**src/rtl/baud_tick_gen.sv**
```systemverilog
// Fractional-N baud tick generator: oversample strobe plus bit-centre and bit-end strobes,
// with a double-buffered divisor that is swapped only on a tick boundary or while idle.
module baud_tick_gen #(
    parameter int CLK_FREQ   = 50_000_000,
    parameter int OVERSAMPLE = 16,
    parameter int DIV_W      = 16,
    parameter int FRAC_W     = 4,
    parameter int RST_BAUD   = 9600
) (
    input  logic              clk,
    input  logic              arst_n,
    input  logic              en,
    input  logic              load,
    input  logic [DIV_W-1:0]  div_int,
    input  logic [FRAC_W-1:0] div_frac,
    output logic              os_tick,
    output logic              mid_tick,
    output logic              bit_tick,
    output logic              load_ack,
    output logic              cfg_err
);

    localparam longint unsigned DEN      = longint'(OVERSAMPLE) * longint'(RST_BAUD);
    localparam longint unsigned CLK_L    = longint'(CLK_FREQ);
    localparam longint unsigned RST_I_L  = CLK_L / DEN;
    localparam longint unsigned RST_F_L  = ((CLK_L % DEN) << FRAC_W) / DEN;
    localparam logic [DIV_W-1:0]  RST_INT  = RST_I_L[DIV_W-1:0];
    localparam logic [FRAC_W-1:0] RST_FRAC = RST_F_L[FRAC_W-1:0];
    localparam int SUB_W = $clog2(OVERSAMPLE);
    localparam logic [SUB_W-1:0] SUB_MID  = SUB_W'(OVERSAMPLE / 2 - 1);
    localparam logic [SUB_W-1:0] SUB_LAST = SUB_W'(OVERSAMPLE - 1);

    typedef enum logic {IDLE, RUN} state_t;

    state_t state, state_nxt;

    logic [1:0]        rst_ff;
    logic              rst_n;
    logic [DIV_W-1:0]  act_int, pnd_int, eff_int;
    logic [FRAC_W-1:0] act_frac, pnd_frac, eff_frac;
    logic              pnd_valid, use_pnd;
    logic [DIV_W-1:0]  cnt, cnt_nxt;
    logic [FRAC_W-1:0] acc, acc_nxt, acc_sum;
    logic              carry;
    logic [SUB_W-1:0]  sub, sub_nxt;

    // Assert asynchronously, release only on a clock edge.
    always_ff @(posedge clk or negedge arst_n) begin
        if (!arst_n) rst_ff <= 2'b00;
        else         rst_ff <= {rst_ff[0], 1'b1};
    end
    assign rst_n = rst_ff[1];

    // A pending divisor takes over whenever a new period is about to be loaded.
    assign use_pnd  = pnd_valid && (state == IDLE || os_tick);
    assign eff_int  = use_pnd ? pnd_int  : act_int;
    assign eff_frac = use_pnd ? pnd_frac : act_frac;
    assign {carry, acc_sum} = {1'b0, acc} + {1'b0, eff_frac};

    always_ff @(posedge clk or negedge rst_n) begin
        if (!rst_n) begin
            state <= IDLE;
            cnt   <= '0;
            acc   <= '0;
            sub   <= '0;
        end else begin
            state <= state_nxt;
            cnt   <= cnt_nxt;
            acc   <= acc_nxt;
            sub   <= sub_nxt;
        end
    end

    always_comb begin
        state_nxt = en ? RUN : IDLE;
        os_tick   = 1'b0;
        mid_tick  = 1'b0;
        bit_tick  = 1'b0;
        cnt_nxt   = '0;
        acc_nxt   = '0;
        sub_nxt   = '0;
        case (state)
            IDLE: begin
                if (en) cnt_nxt = eff_int - DIV_W'(1);
            end
            RUN: begin
                // Dropping en aborts at once: no strobe this cycle, counters cleared.
                if (en) begin
                    os_tick  = (cnt == '0);
                    mid_tick = os_tick && (sub == SUB_MID);
                    bit_tick = os_tick && (sub == SUB_LAST);
                    if (os_tick) begin
                        cnt_nxt = eff_int - DIV_W'(1) + DIV_W'(carry);
                        acc_nxt = acc_sum;
                        sub_nxt = (sub == SUB_LAST) ? '0 : sub + SUB_W'(1);
                    end else begin
                        cnt_nxt = cnt - DIV_W'(1);
                        acc_nxt = acc;
                        sub_nxt = sub;
                    end
                end
            end
            default: state_nxt = IDLE;
        endcase
    end

    // A load landing in the same cycle as a swap wins, so it waits for the next boundary.
    always_ff @(posedge clk or negedge rst_n) begin
        if (!rst_n) begin
            act_int   <= RST_INT;
            act_frac  <= RST_FRAC;
            pnd_int   <= '0;
            pnd_frac  <= '0;
            pnd_valid <= 1'b0;
            load_ack  <= 1'b0;
            cfg_err   <= 1'b0;
        end else begin
            load_ack <= 1'b0;
            if (use_pnd) begin
                act_int   <= pnd_int;
                act_frac  <= pnd_frac;
                pnd_valid <= 1'b0;
            end
            if (load) begin
                if (div_int >= DIV_W'(2)) begin
                    pnd_int   <= div_int;
                    pnd_frac  <= div_frac;
                    pnd_valid <= 1'b1;
                    load_ack  <= 1'b1;
                    cfg_err   <= 1'b0;
                end else begin
                    cfg_err   <= 1'b1;
                end
            end
        end
    end

endmodule

```
**config.mk**
```make
export PLATFORM = sky130hd
export DESIGN_NAME = baud_tick_gen
export DESIGN_NICKNAME = d
export VERILOG_FILES = /design/src/rtl/baud_tick_gen.sv
export SDC_FILE = /design/constraint.sdc
export NUM_CORES = 1
export LEC_CHECK = 0
export ABC_AREA = 0
export BUFFER_PORTS_ARGS = -buffer_cell sky130_fd_sc_hd__buf_2
export CORE_MARGIN = 10
export CORE_UTILIZATION = 60
export CTS_CLUSTER_SIZE = 30
export DETAILED_ROUTE_END_ITERATION = 10
export GPL_TIMING_DRIVEN = 1
export PLACE_DENSITY = 0.85
export SYNTH_ARGS = -nofsm -noshare
export SYNTH_HDL_FRONTEND = slang
export SYNTH_SLANG_ARGS = --single-unit
```
**constraint.sdc**
```tcl
create_clock -name clk -period 2.6 [get_ports clk]
set_input_delay 0.13 -clock clk [delete_from_list [all_inputs] [get_ports clk]]
set_output_delay 0.13 -clock clk [all_outputs]
set_load 0.02 [all_outputs]
```
==> summary.txt, run 1 <==
Vias in the first global route - 5493
Worst Tran Pin Value - 0.816 ns
WL met2 - 9820 um
Layout area overhead - 52.5%
Worst R2R Setup Slack - -1.78 ns
Post-DP HPWL - 10900 um
Nets - 748
Post-synth EDFFs - 0
Total GRT Usage - 29.9%
Share of layout cells above drive strength 1 - 49.7%
Post-synthesis adder-cell area fraction - 3.10%
Setup crit start kind - flip-flop
Via count - 6024
Most frequent cells in the layout - buf_4 (162), dfrtp_1 (64), nand2_1 (63), nor2_1 (34), buf_2 (26)
Wire per inst - 27.7 um
YS warnings - 0
Layout Utilization - 93.2%
Largest net degree at the start of global routing - 40
Fin. Hold Viols - 1
Min cycle time layout - 4.38 ns
Count of final setup violators - 23
Mapped Area - 4680 um^2
WP buf/inv - 3
RD Place Congestion - 0.951
Post-Synth XOR/XNOR Area - 5.06%
Syn Nets - 551
Unrepaired setup endpoints after global routing - true
Syn Area/Cell - 9.06 um^2
Outcome - complete, but fails checks
Async set-reset flop share out of synthesis - 100%
Final period utilization - 169%
Global-route wire length before repair - 27700 um
Reg2reg path depth - 16
Synth Instances - 516
Die H - 108 um
Worst IR Drop VDD - 462 uV
Clk_lat worst skew - 0.36 ns
FF-to-FF Start - cnt[0]$_DFF_PN0_
LEAKAGE - 3.14 nW
Worst path top cell family by delay - simple AND/OR/NAND/NOR gates
Cell Pwr Density - 709 nW/um^2
#FFs+latches synth - 70
Cell depth of the worst hold path - 3
Slew Limit Fails - 0
HP Start - div_int[11]
Starting Density - 61.1%
Worst Hold Path EP - pnd_int[11]$_DFFE_PN0P_
Crit path cell chain - inv_2 > ha_4 > nor4b_4 > and4_4 > o21ai_4 > mux2i_4 > ha_4 > or3b_4 > nor4_4 > o22ai_1 > mux2_4 > buf_6 > buf_8 > nor4b_1 > o21ai_0 > a21oi_1
Most common cell after layout, fill and taps aside - buf_4
Worst slew margin - 44.9%
Peak per-stage delay on the critical path - 0.68 ns
Post-synthesis mux area share - 8.11%
Post-synthesis sequential area ratio - 37.6%
Compound-gate portion of the synthesized area - 17.7%
DP Worst Slack - -1.23 ns
Critical Path Fanout Max - 6
Synth Flop Type - dfrtp_1
Core ar. - 7650 um^2
CTS Sinks - 70
Met1 WL - 7610 um
Worst Path Class, Setup - reg2reg
CTS max path bufs - 2
Capturing point of the worst reg2reg path - cnt[7]$_DFF_PN0_
Total Wirelength - 22800 um
Wire length on met3 - 2920 um
Remaining DRCs - 7
Distinct cells, synth - 78
Antenna Violating Nets Remaining - 0
Critical Path RT - 2.89 ns
FP Rows - 32
Slowest CP cell - nor4b_1
F_max - 228 MHz
CTS root buf - clkbuf_8
Clock-pin slew on the worst setup and hold paths - 0.08 ns
CTS tree - built
WHS - -0.00944 ns
Hold Path Class - in2reg
I/O pin cnt - 29
First-iteration detailed-routing DRC count - 981
Via/cell ratio - 7.35
Top routing layer in use - met5
Drt first pass iters - 11
Largest family of logic cells by synthesized area - simple AND/OR/NAND/NOR gates
Buffers added on ports - 28
CP dominant cell by count - ha_4
H-Tree Depth - 3
Simple-Gate Fraction of Synth Area - 23.7%
Initial antenna violation count - 0
Worst Path Arrival - 4.67 ns
Max Cap Viol - 0
Critical Path Sink Type - flip-flop
Worst Clk Skew - 0.0154 ns
Die X-Extent - 108 um
Failing checks - DRC, hold timing, setup timing
Grt ovf - 0
CTS Buf Count - 9
Setup ws final - -1.78 ns
Die area - 11700 um^2
[registers in the layout (all words and copies together) (netlist names)]
signal     count
cnt           16
load_ack       1
acc            4
act_int       16
pnd_valid      1
pnd_frac       4
act_frac       4
state          1
sub            4
rst_ff         2
pnd_int       16
cfg_err        1
[layer usage]
metal  up-vias  GRT usage (%)
met1      2787           32.7
li1       2284              -
met2       673           50.0
met4         2           21.6
met3       278           7.26
met5         -              0
[cells in the mapped netlist (all sizes together), types with 4 or more instances]
cell,count,area [um^2]
a211oi,5,50.1
a21boi,4,30.0
a21o,5,38.8
a21oi,22,121
a31oi,7,43.8
a41oi,4,35.0
buf,6,36.3
clkbuf,19,103
dfrtp,65,1630
dfstp,5,131
ha,10,125
inv,20,75.1
mux2,23,259
mux2i,12,120
nand2,76,285
nand3,11,55.1
nand3b,5,37.5
nand4,8,50.1
nor2,36,135
nor3,17,85.1
nor3b,6,45.0
nor4,15,124
o211ai,5,37.5
o21ai,24,131
o22ai,6,37.5
o31ai,7,52.6
or3,12,75.1
or4,5,41.3
xnor2,13,114
xor2,14,123
[how the worst max path moves through the flow]
stage,start,to,slack (ns),cells past startpoint
after floorplan,cnt[0]$_DFF_PN0_,cnt[15]$_DFF_PN0_,-1.57,19
after detailed placement,cnt[1]$_DFF_PN0_,cnt[15]$_DFF_PN0_,-1.23,15
after CTS,cnt[0]$_DFF_PN0_,cnt[15]$_DFF_PN0_,-1.12,17
after global routing,cnt[0]$_DFF_PN0_,cnt[7]$_DFF_PN0_,-1.92,16
final,cnt[0]$_DFF_PN0_,cnt[7]$_DFF_PN0_,-1.78,16
after global placement,cnt[1]$_DFF_PN0_,cnt[15]$_DFF_PN0_,-1.12,15
[stage by stage]
stage	total power, mW	area (um^2)	hold slack (ns)	TNS, ns	cells
after detailed placement	3.14	5880	-0.0832	-17.19	746
after floorplan	2.37	4810	-0.166	-19.12	516
after global placement	3.06	5880	-0.0848	-15.24	746
final	5.05	7130	-0.00944	-21.82	820
after global routing	5.16	7130	0.00513	-22.96	819
after CTS	4.40	6610	0.00229	-15.01	797
[cells by family (layout without fill, tap and decap cells)]
logic type      after synthesis  count (layout)
simple gates                212             212
buf+inv                      46             247
xor+xnor                     27              27
compound gates              114             114
mux                          35              35
other cells                   1               2
fa+ha+maj                    11              11
flops                        70              70
[worst reg2reg max path, cell delays in order (launching register included)]
cell and delay (ns):
dfrtp_1 0.42, inv_2 0.11, ha_4 0.14, nor4b_4 0.34
and4_4 0.31, o21ai_4 0.10, mux2i_4 0.24, ha_4 0.20
or3b_4 0.45, nor4_4 0.18, o22ai_1 0.13, mux2_4 0.34
buf_6 0.15, buf_8 0.14, nor4b_1 0.68, o21ai_0 0.22
a21oi_1 0.18
[final cells by class]
cell class	count	area (um^2)
antenna	1	2.50
clock buffer	10	138
clock inverter	5	83.8
fill	246	518
inverter	21	78.8
multi-input combinational	400	3300
sequential	70	1760
tap	102	128
timing repair buffer	211	1640
[power by group]
group | internal (mW) | total, mW | leakage (nW) | switching (mW)
registers | 1.26 | 1.46 | 0.859 | 0.204
clock network | 0.563 | 1.03 | 0.105 | 0.465
logic | 1.17 | 2.56 | 2.18 | 1.40
[timing repair]
| action | in CTS | in global routing |
|---|---|---|
| hold buffers | 1 | 1 |
| buffers inserted | 36 | 26 |
| pin swaps | 25 | 58 |
| gates resized for setup | 54 | 77 |
| setup endpoints to repair | 19 | 21 |
| hold endpoints to repair | 2 | 1 |
No activity file was read; power rests on OpenSTA's default activity.
==> inputs of run 2 (changes only) <==
--- a/config.mk
+++ b/config.mk
@@ -11,8 +11,10 @@
 export CORE_UTILIZATION = 60
 export CTS_CLUSTER_SIZE = 30
 export DETAILED_ROUTE_END_ITERATION = 10
+export GPL_ROUTABILITY_DRIVEN = 0
 export GPL_TIMING_DRIVEN = 1
 export PLACE_DENSITY = 0.85
+export SETUP_SLACK_MARGIN = 0.05
 export SYNTH_ARGS = -nofsm -noshare
 export SYNTH_HDL_FRONTEND = slang
 export SYNTH_SLANG_ARGS = --single-unit
==> run 2 against run 1 <==
  * The run now fails in global routing (5_1_grt)
  * Synthesized cell count stayed put
  * Area after synthesis stayed put
==> summary.txt, run 2 <==
Synth top area share - 34.8% (unchanged)
Run-stopping error - [ERROR GRT-0232] Routing congestion too high. Check the congestion heatmap in the GUI.
Top-count cell post-synth - nand2_1 (unchanged)
Post-DP HPWL - 10800 um (was 10900 um)
YS warnings - 0 (unchanged)
Main area contributors after synthesis - dfrtp_1 (35%), nand2_1 (6.1%), mux2_2 (5.5%) (unchanged)
Post-synthesis mux area share - 8.11% (unchanged)
Die X-Extent - 108 um (unchanged)
Total GRT Usage - 61.6%
Buffers added on ports - 28 (unchanged)
Syn Nets - 551 (unchanged)
Synth area leader - dfrtp_1 (unchanged)
Outcome - aborted with a tool error (was complete, but fails checks)
CTS max path bufs - 2 (unchanged)
Synth Instances - 516 (unchanged)
I/O pin cnt - 29 (unchanged)
Post-Place Cells - 740 (was 746)
CTS root buf - clkbuf_8 (unchanged)
Distinct cells, synth - 78 (unchanged)
Starting Density - 61.1% (unchanged)
CTS Buf Count - 9 (unchanged)
Post-Synth XOR/XNOR Area - 5.06% (unchanged)
H-Tree Depth - 3 (unchanged)
WEP type - register input
Largest net degree at the start of global routing - 26
Mapped Area - 4680 um^2 (unchanged)
Synth Flop Type - dfrtp_1 (unchanged)
Post-GRT worst EP - cnt[15]$_DFF_PN0_/D
CTS Sinks - 70 (unchanged)
Syn Area/Cell - 9.06 um^2 (unchanged)
Largest family of logic cells by synthesized area - simple AND/OR/NAND/NOR gates (unchanged)
Simple-Gate Fraction of Synth Area - 23.7% (unchanged)
Async set-reset flop share out of synthesis - 100% (unchanged)
Post-synth EDFFs - 0 (unchanged)
Grt ovf - 3
FP Rows - 32 (unchanged)
Compound-gate portion of the synthesized area - 17.7% (unchanged)
Die H - 108 um (unchanged)
Fail Step - global routing (5_1_grt)
Post-synthesis sequential area ratio - 37.6% (unchanged)
Post-synth top cells - nand2_1 (76), dfrtp_1 (65), nor2_1 (36), mux2_2 (23), o21ai_0 (22) (unchanged)
#FFs+latches synth - 70 (unchanged)
Post-synthesis adder-cell area fraction - 3.10% (unchanged)
[run 2: cell counts after synthesis]
No cell type changed its count.
[run 2: repair_timing]
item                                    in CTS
pin swaps                                   29
hold buffers                                 3
endpoints found under the hold margin        4
endpoints found under the setup margin      20
buffers inserted                            31
resized for setup                           55
[run 2: per-layer routing]
layer  GRT overflow  track usage, %
met1              0            58.7
met3              0            55.1
met4              2            58.5
met5              0            22.7
met2              1            75.0
[run 2: kinds of logic after synthesis]
group	Yosys count
XOR/XNOR	27
multiplexers	35
flip-flops	70
AO/OA/AOI/OAI	114
buffers and inverters	46
AND/OR/NAND/NOR	212
adder cells (fa/ha/maj)	11
other	1
[run 2: per-stage QoR]
stage,instance area (um^2),setup slack [ns],hold WS [ns],setup TNS (ns)
4_1_cts,6500,-1.09,0.00182,-14.31
3_3_place_gp,5810,-1.02,-0.0859,-13.42
3_5_place_dp,5810,-1.26,-0.0841,-16.39
2_1_floorplan,4810,-1.57,-0.166,-19.12
==> inputs of run 3 (changes only) <==
--- a/config.mk
+++ b/config.mk
@@ -8,13 +8,11 @@
 export ABC_AREA = 0
 export BUFFER_PORTS_ARGS = -buffer_cell sky130_fd_sc_hd__buf_2
 export CORE_MARGIN = 10
-export CORE_UTILIZATION = 60
-export CTS_CLUSTER_SIZE = 30
+export CORE_UTILIZATION = 40
 export DETAILED_ROUTE_END_ITERATION = 10
 export GPL_ROUTABILITY_DRIVEN = 0
 export GPL_TIMING_DRIVEN = 1
-export PLACE_DENSITY = 0.85
-export SETUP_SLACK_MARGIN = 0.05
+export PLACE_DENSITY_LB_ADDON = 0.15
 export SYNTH_ARGS = -nofsm -noshare
 export SYNTH_HDL_FRONTEND = slang
 export SYNTH_SLANG_ARGS = --single-unit
==> run 3 against run 2 <==
  * The flow now finishes, with violations (setup timing)
==> summary.txt, run 3 (same netlist as run 1, synthesis figures left out) <==
CTS Buf Count - 9 (unchanged)
First-iteration detailed-routing DRC count - 278
Hold Path Class - in2reg
Die X-Extent - 128 um (was 108 um)
Worst Clk Skew - 0.0108 ns
Clock-pin slew on the worst setup and hold paths - 0.06 ns
Drt first pass iters - 4
Count of final setup violators - 17
Sequential share of power - 29.2%
Layout area overhead - 48.6%
Crit path cell chain - inv_2 > ha_4 > nor4b_4 > and4_4 > o21ai_4 > mux2i_4 > ha_4 > or3b_4 > nor4_2 > xor2_1 > mux2i_2 > a211oi_4 > o211ai_1 > o21ai_1 > or3b_1
Global-route wire length before repair - 23500 um
Setup ws final - -1.06 ns
Nets - 725
Fin. Hold Viols - 0
Critical Path Sink Type - flip-flop
Antenna Violating Nets Remaining - 0
I/O pin cnt - 29 (unchanged)
Core ar. - 11400 um^2
CP dominant cell by count - ha_4
Combinational share of power - 42.9%
Slew Limit Fails - 0
Share of layout cells above drive strength 1 - 46.0%
Switch share - 34.4%
Die H - 128 um (was 108 um)
LEAKAGE - 3.05 nW
Largest net degree at the start of global routing - 31
Max Cap Viol - 0
Vias in the first global route - 4660
Total Wirelength - 14600 um
Unrepaired setup endpoints after global routing - true
Failing checks - setup timing
Via/cell ratio - 5.50
Grt ovf - 0
CTS max path bufs - 2 (unchanged)
Worst Tran Pin Value - 0.740 ns
Most frequent cells in the layout - buf_4 (142), nand2_1 (66), dfrtp_1 (64), nor2_1 (35), buf_2 (27)
Critical Path RT - 2.81 ns
CTS root buf - clkbuf_16 (was clkbuf_8)
Die area - 16400 um^2
Remaining DRCs - 0
Cell Pwr Density - 697 nW/um^2
Outcome - complete, but fails checks (was aborted with a tool error)
Layout Utilization - 60.9%
Dpl cell area - 5960 um^2 (was 5810 um^2)
Top Registers - act_int (16), cnt (16), pnd_int (16)
Peak per-stage delay on the critical path - 0.43 ns
CTS tree - built
Most common cell after layout, fill and taps aside - buf_4
Post-Layout Inst Area - 6950 um^2
Initial antenna violation count - 0
F_max - 274 MHz
Worst R2R Setup Slack - -1.06 ns
H-Tree Depth - 3 (unchanged)
FP Rows - 39 (was 32)
Total negative slack - -13.76 ns
Wire per inst - 17.5 um
Worst path top cell family by delay - simple AND/OR/NAND/NOR gates
CTS Sinks - 70 (unchanged)
Slowest CP cell - or3b_4
WHS - 0.0179 ns
Pint - 3.18 mW
DP Worst Slack - -1.26 ns (about the same)
Total GRT Usage - 17.7%
WP buf/inv - 1
Starting Density - 40.9% (was 61.1%)
Worst IR Drop VDD - 409 uV
Worst Path Arrival - 3.87 ns
Setup crit start kind - flip-flop
Psw - 1.67 mW
Clock power share - 27.9%
Worst slew margin - 50.7%
Buffers added on ports - 28 (unchanged)
Filler Cell Count - 976
Min cycle time layout - 3.66 ns
Worst Path Class, Setup - reg2reg
Clk_lat worst skew - 0.34 ns
Critical Path Fanout Max - 7
Final period utilization - 141%
Antenna cells - 0
Via count - 4613
Post-DP HPWL - 10600 um (was 10800 um)
[run 3: worst min-delay path, stage by stage]
cell,delay (ns)
buf_2,0.09
nand2_1,0.04
o21ai_0,0.06
[run 3: per-layer routing]
metal / track usage, % / vias up / share of wire (%)
li1: - / 2242 / -
met1: 22.0 / 2242 / 44
met2: 29.5 / 97 / 49
met3: 2.15 / 32 / 3.7
met4: 9.34 / 0 / 3.6
met5: 0 / - / 0
[run 3: final cells by class]
class / instances / area (um^2) / area share, %
Clock buffer: 11 / 243 / 3.49
Timing Repair Buffer: 187 / 1420 / 20.4
Tap cell: 143 / 179 / 2.57
Inverter: 21 / 81.3 / 1.17
Clock inverter: 5 / 82.6 / 1.19
Multi-Input combinational cell: 401 / 3180 / 45.8
Sequential cell: 70 / 1760 / 25.3
[run 3: power groups by stage]
stage / clock network, mW / registers [mW] / logic, mW
after CTS: 1.38 / 1.41 / 1.95
after detailed placement: 0 / 1.42 / 1.72
after global routing: 1.42 / 1.44 / 2.25
after global placement: 0 / 1.42 / 1.69
final: 1.35 / 1.42 / 2.08
after floorplan: 0 / 1.42 / 0.946
[run 3: stage by stage]
stage                     instances  total power, mW
final                           838             4.85
after global routing            838             5.11
after CTS                       839             4.74
after detailed placement        790             3.15
after global placement          790             3.12
after floorplan                 516             2.37
[run 3: final timing paths]
| kind | cells after the start | endpoint | from |
|---|---|---|---|
| hold reg to reg | 0 | act_frac[0]$_DFF_PN0_ | rst_ff[1]$_DFF_PN0_ |
| hold / removal | 3 | pnd_int[8]$_DFFE_PN0P_ | div_int[8] |
| setup reg to reg | 15 | cnt[15]$_DFF_PN0_ | cnt[0]$_DFF_PN0_ |
| setup / recovery | 15 | cnt[15]$_DFF_PN0_ | cnt[0]$_DFF_PN0_ |
| min in group asynchronous | 2 | rst_ff[0]$_DFF_PN0_ | arst_n |
| max in group asynchronous | 1 | act_int[8]$_DFF_PN1_ | rst_ff[1]$_DFF_PN0_ |
[run 3: repair_timing]
item	in CTS	in global routing
setup buffers	32	14
cloned	1	0
pin swaps	29	29
hold buffers	1	0
endpoints found under the hold margin	2	0
endpoints found under the setup margin	22	23
gates resized for setup	55	42
